<file path="src/rtl/centipede_video_pkg.sv">
// Shared timing defaults and types for the Centipede raster timing block.
package centipede_video_pkg;

  localparam int DEF_H_TOTAL      = 384;
  localparam int DEF_H_ACTIVE     = 256;
  localparam int DEF_H_SYNC_START = 288;
  localparam int DEF_H_SYNC_WIDTH = 32;
  localparam int DEF_V_TOTAL      = 262;
  localparam int DEF_V_ACTIVE     = 240;
  localparam int DEF_V_SYNC_START = 246;
  localparam int DEF_V_SYNC_WIDTH = 4;
  localparam int DEF_PIPE_DLY     = 2;
  localparam int DEF_IRQ_PHASE    = 16;

  localparam int STROBE_W = 4;

  // 9-bit colour, RGB 3-3-3
  typedef logic [8:0] rgb_t;

  // Sync/blank strobe bundle carried through the alignment delay line
  typedef struct packed {
    logic hs;
    logic vs;
    logic hb;
    logic vb;
  } strobes_t;

endpackage

</file>
<file path="src/rtl/video_delay_line.sv">
// Synchronous-reset shift register exposing its last tap and the tap before it.
module video_delay_line #(
  parameter int W     = 4,
  parameter int DEPTH = 1
) (
  input  logic         clk,
  input  logic         rst,
  input  logic [W-1:0] din,
  output logic [W-1:0] dout,
  output logic [W-1:0] dout_prev
);

  logic [DEPTH:1][W-1:0] stage_q;
  logic [DEPTH:1][W-1:0] stage_d;
  logic [DEPTH:0][W-1:0] chain;

  // Tap k of the chain is din delayed by k cycles; tap 0 is din itself
  assign chain = {stage_q, din};

  // Shift every stage one position deeper
  always_comb begin
    stage_d = '0;
    for (int k = 1; k <= DEPTH; k++) begin
      stage_d[k] = chain[k-1];
    end
  end

  // Stage registers clear to zero on reset
  always_ff @(posedge clk) begin
    if (rst) begin
      stage_q <= '0;
    end else begin
      stage_q <= stage_d;
    end
  end

  assign dout      = chain[DEPTH];
  assign dout_prev = chain[DEPTH-1];

endmodule

</file>
<file path="src/rtl/centipede_video_timing.sv">
// Raster counters, sync/blank decode, renderer re-alignment, scanline irq and frame pulse.
module centipede_video_timing
  import centipede_video_pkg::*;
#(
  parameter int H_TOTAL      = DEF_H_TOTAL,
  parameter int H_ACTIVE     = DEF_H_ACTIVE,
  parameter int H_SYNC_START = DEF_H_SYNC_START,
  parameter int H_SYNC_WIDTH = DEF_H_SYNC_WIDTH,
  parameter int V_TOTAL      = DEF_V_TOTAL,
  parameter int V_ACTIVE     = DEF_V_ACTIVE,
  parameter int V_SYNC_START = DEF_V_SYNC_START,
  parameter int V_SYNC_WIDTH = DEF_V_SYNC_WIDTH,
  parameter int PIPE_DLY     = DEF_PIPE_DLY,
  parameter int IRQ_PHASE    = DEF_IRQ_PHASE
) (
  input  logic       clk6m,
  input  logic       reset,
  output logic [8:0] hcount,
  output logic [8:0] vcount,
  input  logic [8:0] pix_i,
  output logic [8:0] rgb_o,
  output logic       hsync_o,
  output logic       vsync_o,
  output logic       hblank_o,
  output logic       vblank_o,
  output logic       irq_o,
  input  logic       irq_ack,
  output logic       frame_o
);

  // Ten-bit thresholds so that sync windows ending at 512 still compare correctly
  localparam logic [8:0] H_LAST = 9'(H_TOTAL - 1);
  localparam logic [8:0] V_LAST = 9'(V_TOTAL - 1);
  localparam logic [9:0] H_ACT  = 10'(H_ACTIVE);
  localparam logic [9:0] V_ACT  = 10'(V_ACTIVE);
  localparam logic [9:0] HS_LO  = 10'(H_SYNC_START);
  localparam logic [9:0] HS_HI  = 10'(H_SYNC_START + H_SYNC_WIDTH);
  localparam logic [9:0] VS_LO  = 10'(V_SYNC_START);
  localparam logic [9:0] VS_HI  = 10'(V_SYNC_START + V_SYNC_WIDTH);
  localparam logic [9:0] V_TOT  = 10'(V_TOTAL);
  localparam logic [5:0] IRQ_LN = 6'(IRQ_PHASE);

  logic [8:0] hcount_q, hcount_d;
  logic [8:0] vcount_q, vcount_d;
  rgb_t       rgb_q, rgb_d;
  logic       irq_q, irq_d;
  logic       irq_set;
  strobes_t   raw_s;
  strobes_t   out_s;
  strobes_t   blank_s;

  // hcount free-runs; vcount steps (and wraps) on the last pixel of each line
  always_comb begin
    hcount_d = hcount_q + 9'd1;
    vcount_d = vcount_q;
    if (hcount_q == H_LAST) begin
      hcount_d = '0;
      vcount_d = (vcount_q == V_LAST) ? 9'd0 : vcount_q + 9'd1;
    end
  end

  // Raw sync/blank decode straight from the counters
  always_comb begin
    raw_s    = '0;
    raw_s.hb = ({1'b0, hcount_q} >= H_ACT);
    raw_s.vb = ({1'b0, vcount_q} >= V_ACT);
    raw_s.hs = ({1'b0, hcount_q} >= HS_LO) && ({1'b0, hcount_q} < HS_HI);
    raw_s.vs = ({1'b0, vcount_q} >= VS_LO) && ({1'b0, vcount_q} < VS_HI);
  end

  // Strobes lag the counters by the renderer latency plus the rgb register
  video_delay_line #(
    .W     (STROBE_W),
    .DEPTH (PIPE_DLY + 1)
  ) u_strobe_dly (
    .clk       (clk6m),
    .rst       (reset),
    .din       (raw_s),
    .dout      (out_s),
    .dout_prev (blank_s)
  );

  // Colour register blanks on the strobe tap that lines up with pix_i; irq set beats ack
  always_comb begin
    rgb_d   = (blank_s.hb | blank_s.vb) ? rgb_t'(0) : pix_i;
    irq_set = (hcount_q == 9'd0) && (vcount_q[5:0] == IRQ_LN) && ({1'b0, vcount_q} < V_TOT);
    irq_d   = irq_set | (irq_q & ~irq_ack);
  end

  // State registers
  always_ff @(posedge clk6m) begin
    if (reset) begin
      hcount_q <= '0;
      vcount_q <= '0;
      rgb_q    <= '0;
      irq_q    <= 1'b0;
    end else begin
      hcount_q <= hcount_d;
      vcount_q <= vcount_d;
      rgb_q    <= rgb_d;
      irq_q    <= irq_d;
    end
  end

  assign hcount   = hcount_q;
  assign vcount   = vcount_q;
  assign rgb_o    = rgb_q;
  assign hsync_o  = out_s.hs;
  assign vsync_o  = out_s.vs;
  assign hblank_o = out_s.hb;
  assign vblank_o = out_s.vb;
  assign irq_o    = irq_q;
  assign frame_o  = (hcount_q == 9'd0) && ({1'b0, vcount_q} == V_ACT);

endmodule

</file>
<file path="config.mk">
export PLATFORM = sky130hd
export DESIGN_NAME = centipede_video_timing
export DESIGN_NICKNAME = d
export VERILOG_FILES = /design/src/rtl/centipede_video_pkg.sv /design/src/rtl/video_delay_line.sv /design/src/rtl/centipede_video_timing.sv
export SDC_FILE = /design/constraint.sdc
export NUM_CORES = 1
export LEC_CHECK = 0
export BUFFER_PORTS_ARGS = -buffer_cell sky130_fd_sc_hd__buf_4
export CORE_MARGIN = 2
export CORE_UTILIZATION = 46
export CTS_CLUSTER_SIZE = 8
export DETAILED_ROUTE_END_ITERATION = 16
export HOLD_SLACK_MARGIN = 0.02
export PLACE_DENSITY_LB_ADDON = 0.2
export SYNTH_ARGS = -nofsm -noshare
export SYNTH_HDL_FRONTEND = slang
export SYNTH_HIERARCHICAL = 1
export SYNTH_SLANG_ARGS = --single-unit
</file>
<file path="constraint.sdc">
create_clock -name clk6m -period 1.7 [get_ports clk6m]
set_input_delay 0 -clock clk6m [delete_from_list [all_inputs] [get_ports clk6m]]
set_output_delay 0 -clock clk6m [all_outputs]
set_load 0.02 [all_outputs]
</file>
==> flow_summary.toml <==
[status]
status = "finished, final reports clean"

[run]
drv_cap = 0

[logic_synthesis]
synth_warnings = 6
synthCells = 165
syn-num-nets = 182
syn-cell-area_um2 = 1643
avgSynthCellArea_um2 = 9.957

[floorplan]
coreArea_um2 = 3390
ioPinCount = 45
initial_core_util_pct = 48.47
die_w_um = 63.76
dieArea_um2 = 4065
row_count = 21
die_y_um = 63.76

[pwr]
combPwrFrac_pct = 8.5
power_frac_clock_pct = 35.9
internal_power_uw = 1340
switchingPower_uw = 395.8
p_leak_uw = 0.0009648
p_seq_share_pct = 55.7
power_density_nw_per_um2 = 758.9
swShare_pct = 22.80
max-vdd-ir-drop_v = 0.0004144
p_total_uw = 1736

[sta]
setup_tns_ps = 0
max-slew-margin-rel_pct = 58.10
final.min_clock_period_ps = 1638
holdWs_ps = 397.5
fin_crit_sh_pct = 96.36
setup_violations = 0
hold_viol = 0
fin_skew_ps = 11.76
worstMarginPinSlew_ps = 623.7
slew_viol_final = 0
fmax_ghz = 0.6104

[worst_setup_path]
cp-end-kind = "flip-flop"
crit_start = "hcount[3]"
endpoint = "irq_o"
crit_path_start_kind = "flip-flop"
crit_type = "reg -> reg"
r2r_start = "hcount[3]"
r2r_setup_slack_ps = 60
critPathMaxFanout = 6
reg2reg_depth = 4
cp.arrival_ps = 1930
rr_endpoint = "irq_o"
required_ps = 1990

[clock_tree]
cts_tree = "built"
htreeDepth = 2
root_buffer = "clkbuf_4"
clk_pin_slew_ps = 130
cts_buffers = 5
clkSinkCount = 40
cts_buffer_depth = 2
insertion_delay_ps = 350

[global_routing]
grt_pass1_vias = 1220
grt_max_degree = 16
overflow = 0
grt_antenna_before_repair = 0
grt_usage_pct = 17.13
grt_pass1_wl_um = 5319

[hold_path]
hp-class = "in -> reg"

[finish]
area_growth_syn_to_layout_pct = 39.22
design_area_um2 = 2287
nNetsFinal = 241
diodes = 0
layout-drive-gt1-share_pct = 40.89

[place]
placed_area_um2 = 2003
portBuffers = 44
gp_congestion = 0.8483
dpl.hpwl_um = 2340

[drt]
wl_per_cell_um = 12.87
dr.pass1.iters = 4
drc_errors = 0
final_antenna_net_count = 0
drt_wl_total_um = 3487
viasPerCell = 5.030
first_iter_violations = 45
num_vias = 1363
critical path, cell delays in order, from the launching register on:
cell and delay (ps):
dfxtp_1 390, nor4_1 380, nand3_2 160, or4b_1 520
a21oi_1 130
worst min path at each step:
stage	from	to	slack, ps	cells past startpoint
floorplan	reset	hcount[1]	70	1
global placement	pix_i[1]	rgb_o[1]	200	2
detailed placement	pix_i[6]	rgb_o[6]	210	2
CTS	pix_i[3]	rgb_o[3]	390	3
global route	pix_i[3]	rgb_o[3]	380	3
finish	pix_i[3]	rgb_o[3]	400	3
registers in the layout (all words and copies together), names as in the netlist:
signal / cells
irq_o: 1
u_strobe_dly/chain: 4
u_strobe_dly/dout: 4
rgb_o: 9
u_strobe_dly/dout_prev: 4
vcount: 9
hcount: 9
timing repair:
item	4_1_cts	5_1_grt
resized for setup	1	16
endpoints found under the hold margin	18	0
endpoints found under the setup margin	1	9
pin swaps	0	3
buffers inserted	0	2
hold buffers	11	0
power groups by stage:
stage | sequential, uW | combinational (uW) | clock [uW]
3_3_place_gp | 987 | 121 | 0
4_1_cts | 967 | 143 | 636
2_1_floorplan | 1010 | 40.4 | 0
6_report | 966 | 147 | 623
5_1_grt | 969 | 158 | 682
3_5_place_dp | 988 | 122 | 0
placed cells by master (no fill, tap or decap), types with 2 or more instances in the layout:
| master | count |
|---|---|
| dlygate4sd3_1 | 11 |
| nor2b_4 | 2 |
| nand4_1 | 4 |
| xnor2_1 | 10 |
| dfxtp_1 | 36 |
| and3_1 | 2 |
| ha_1 | 4 |
| nor2b_2 | 8 |
| o21ai_0 | 2 |
| and2_1 | 9 |
| nor3_1 | 12 |
| nand2b_1 | 2 |
| nor4_2 | 3 |
| xor2_1 | 3 |
| nand3_1 | 8 |
| clkbuf_4 | 5 |
| nor2_1 | 9 |
| dfxtp_2 | 3 |
| nor4_1 | 3 |
| nand2_1 | 6 |
| inv_2 | 2 |
| a21oi_1 | 4 |
| inv_1 | 3 |
| buf_4 | 54 |
| and2b_2 | 2 |
stage by stage:
| step | util [%] | setup slack, ps | instances |
|---|---|---|---|
| 2_1_floorplan | - | 79.47 | 165 |
| 3_5_place_dp | 59.10 | 83.77 | 250 |
| 3_3_place_gp | 59.10 | 129.2 | 250 |
| 5_1_grt | 67.48 | -32.25 | 271 |
| 6_report | 67.48 | 61.85 | 271 |
| 4_1_cts | 64.75 | 18.15 | 269 |
layer usage:
metal	track usage, %	up-vias	part of all wire [%]
li1	-	668	-
met1	19.82	636	42
met2	29.08	52	51
met3	5.634	7	5.6
met4	7.065	0	1.9
met5	0	-	0
cell type report:
| type | instances | area (um^2) |
|---|---|---|
| clock buffer | 5 | 37.54 |
| clock inverter | 3 | 42.54 |
| fill | 254 | 1102 |
| inverter | 5 | 18.77 |
| multi-input combinational | 107 | 807.0 |
| sequential | 40 | 808.3 |
| tap | 46 | 57.56 |
| timing repair buffer | 65 | 515.5 |
Note: power is estimated with default switching activity, not from simulation.
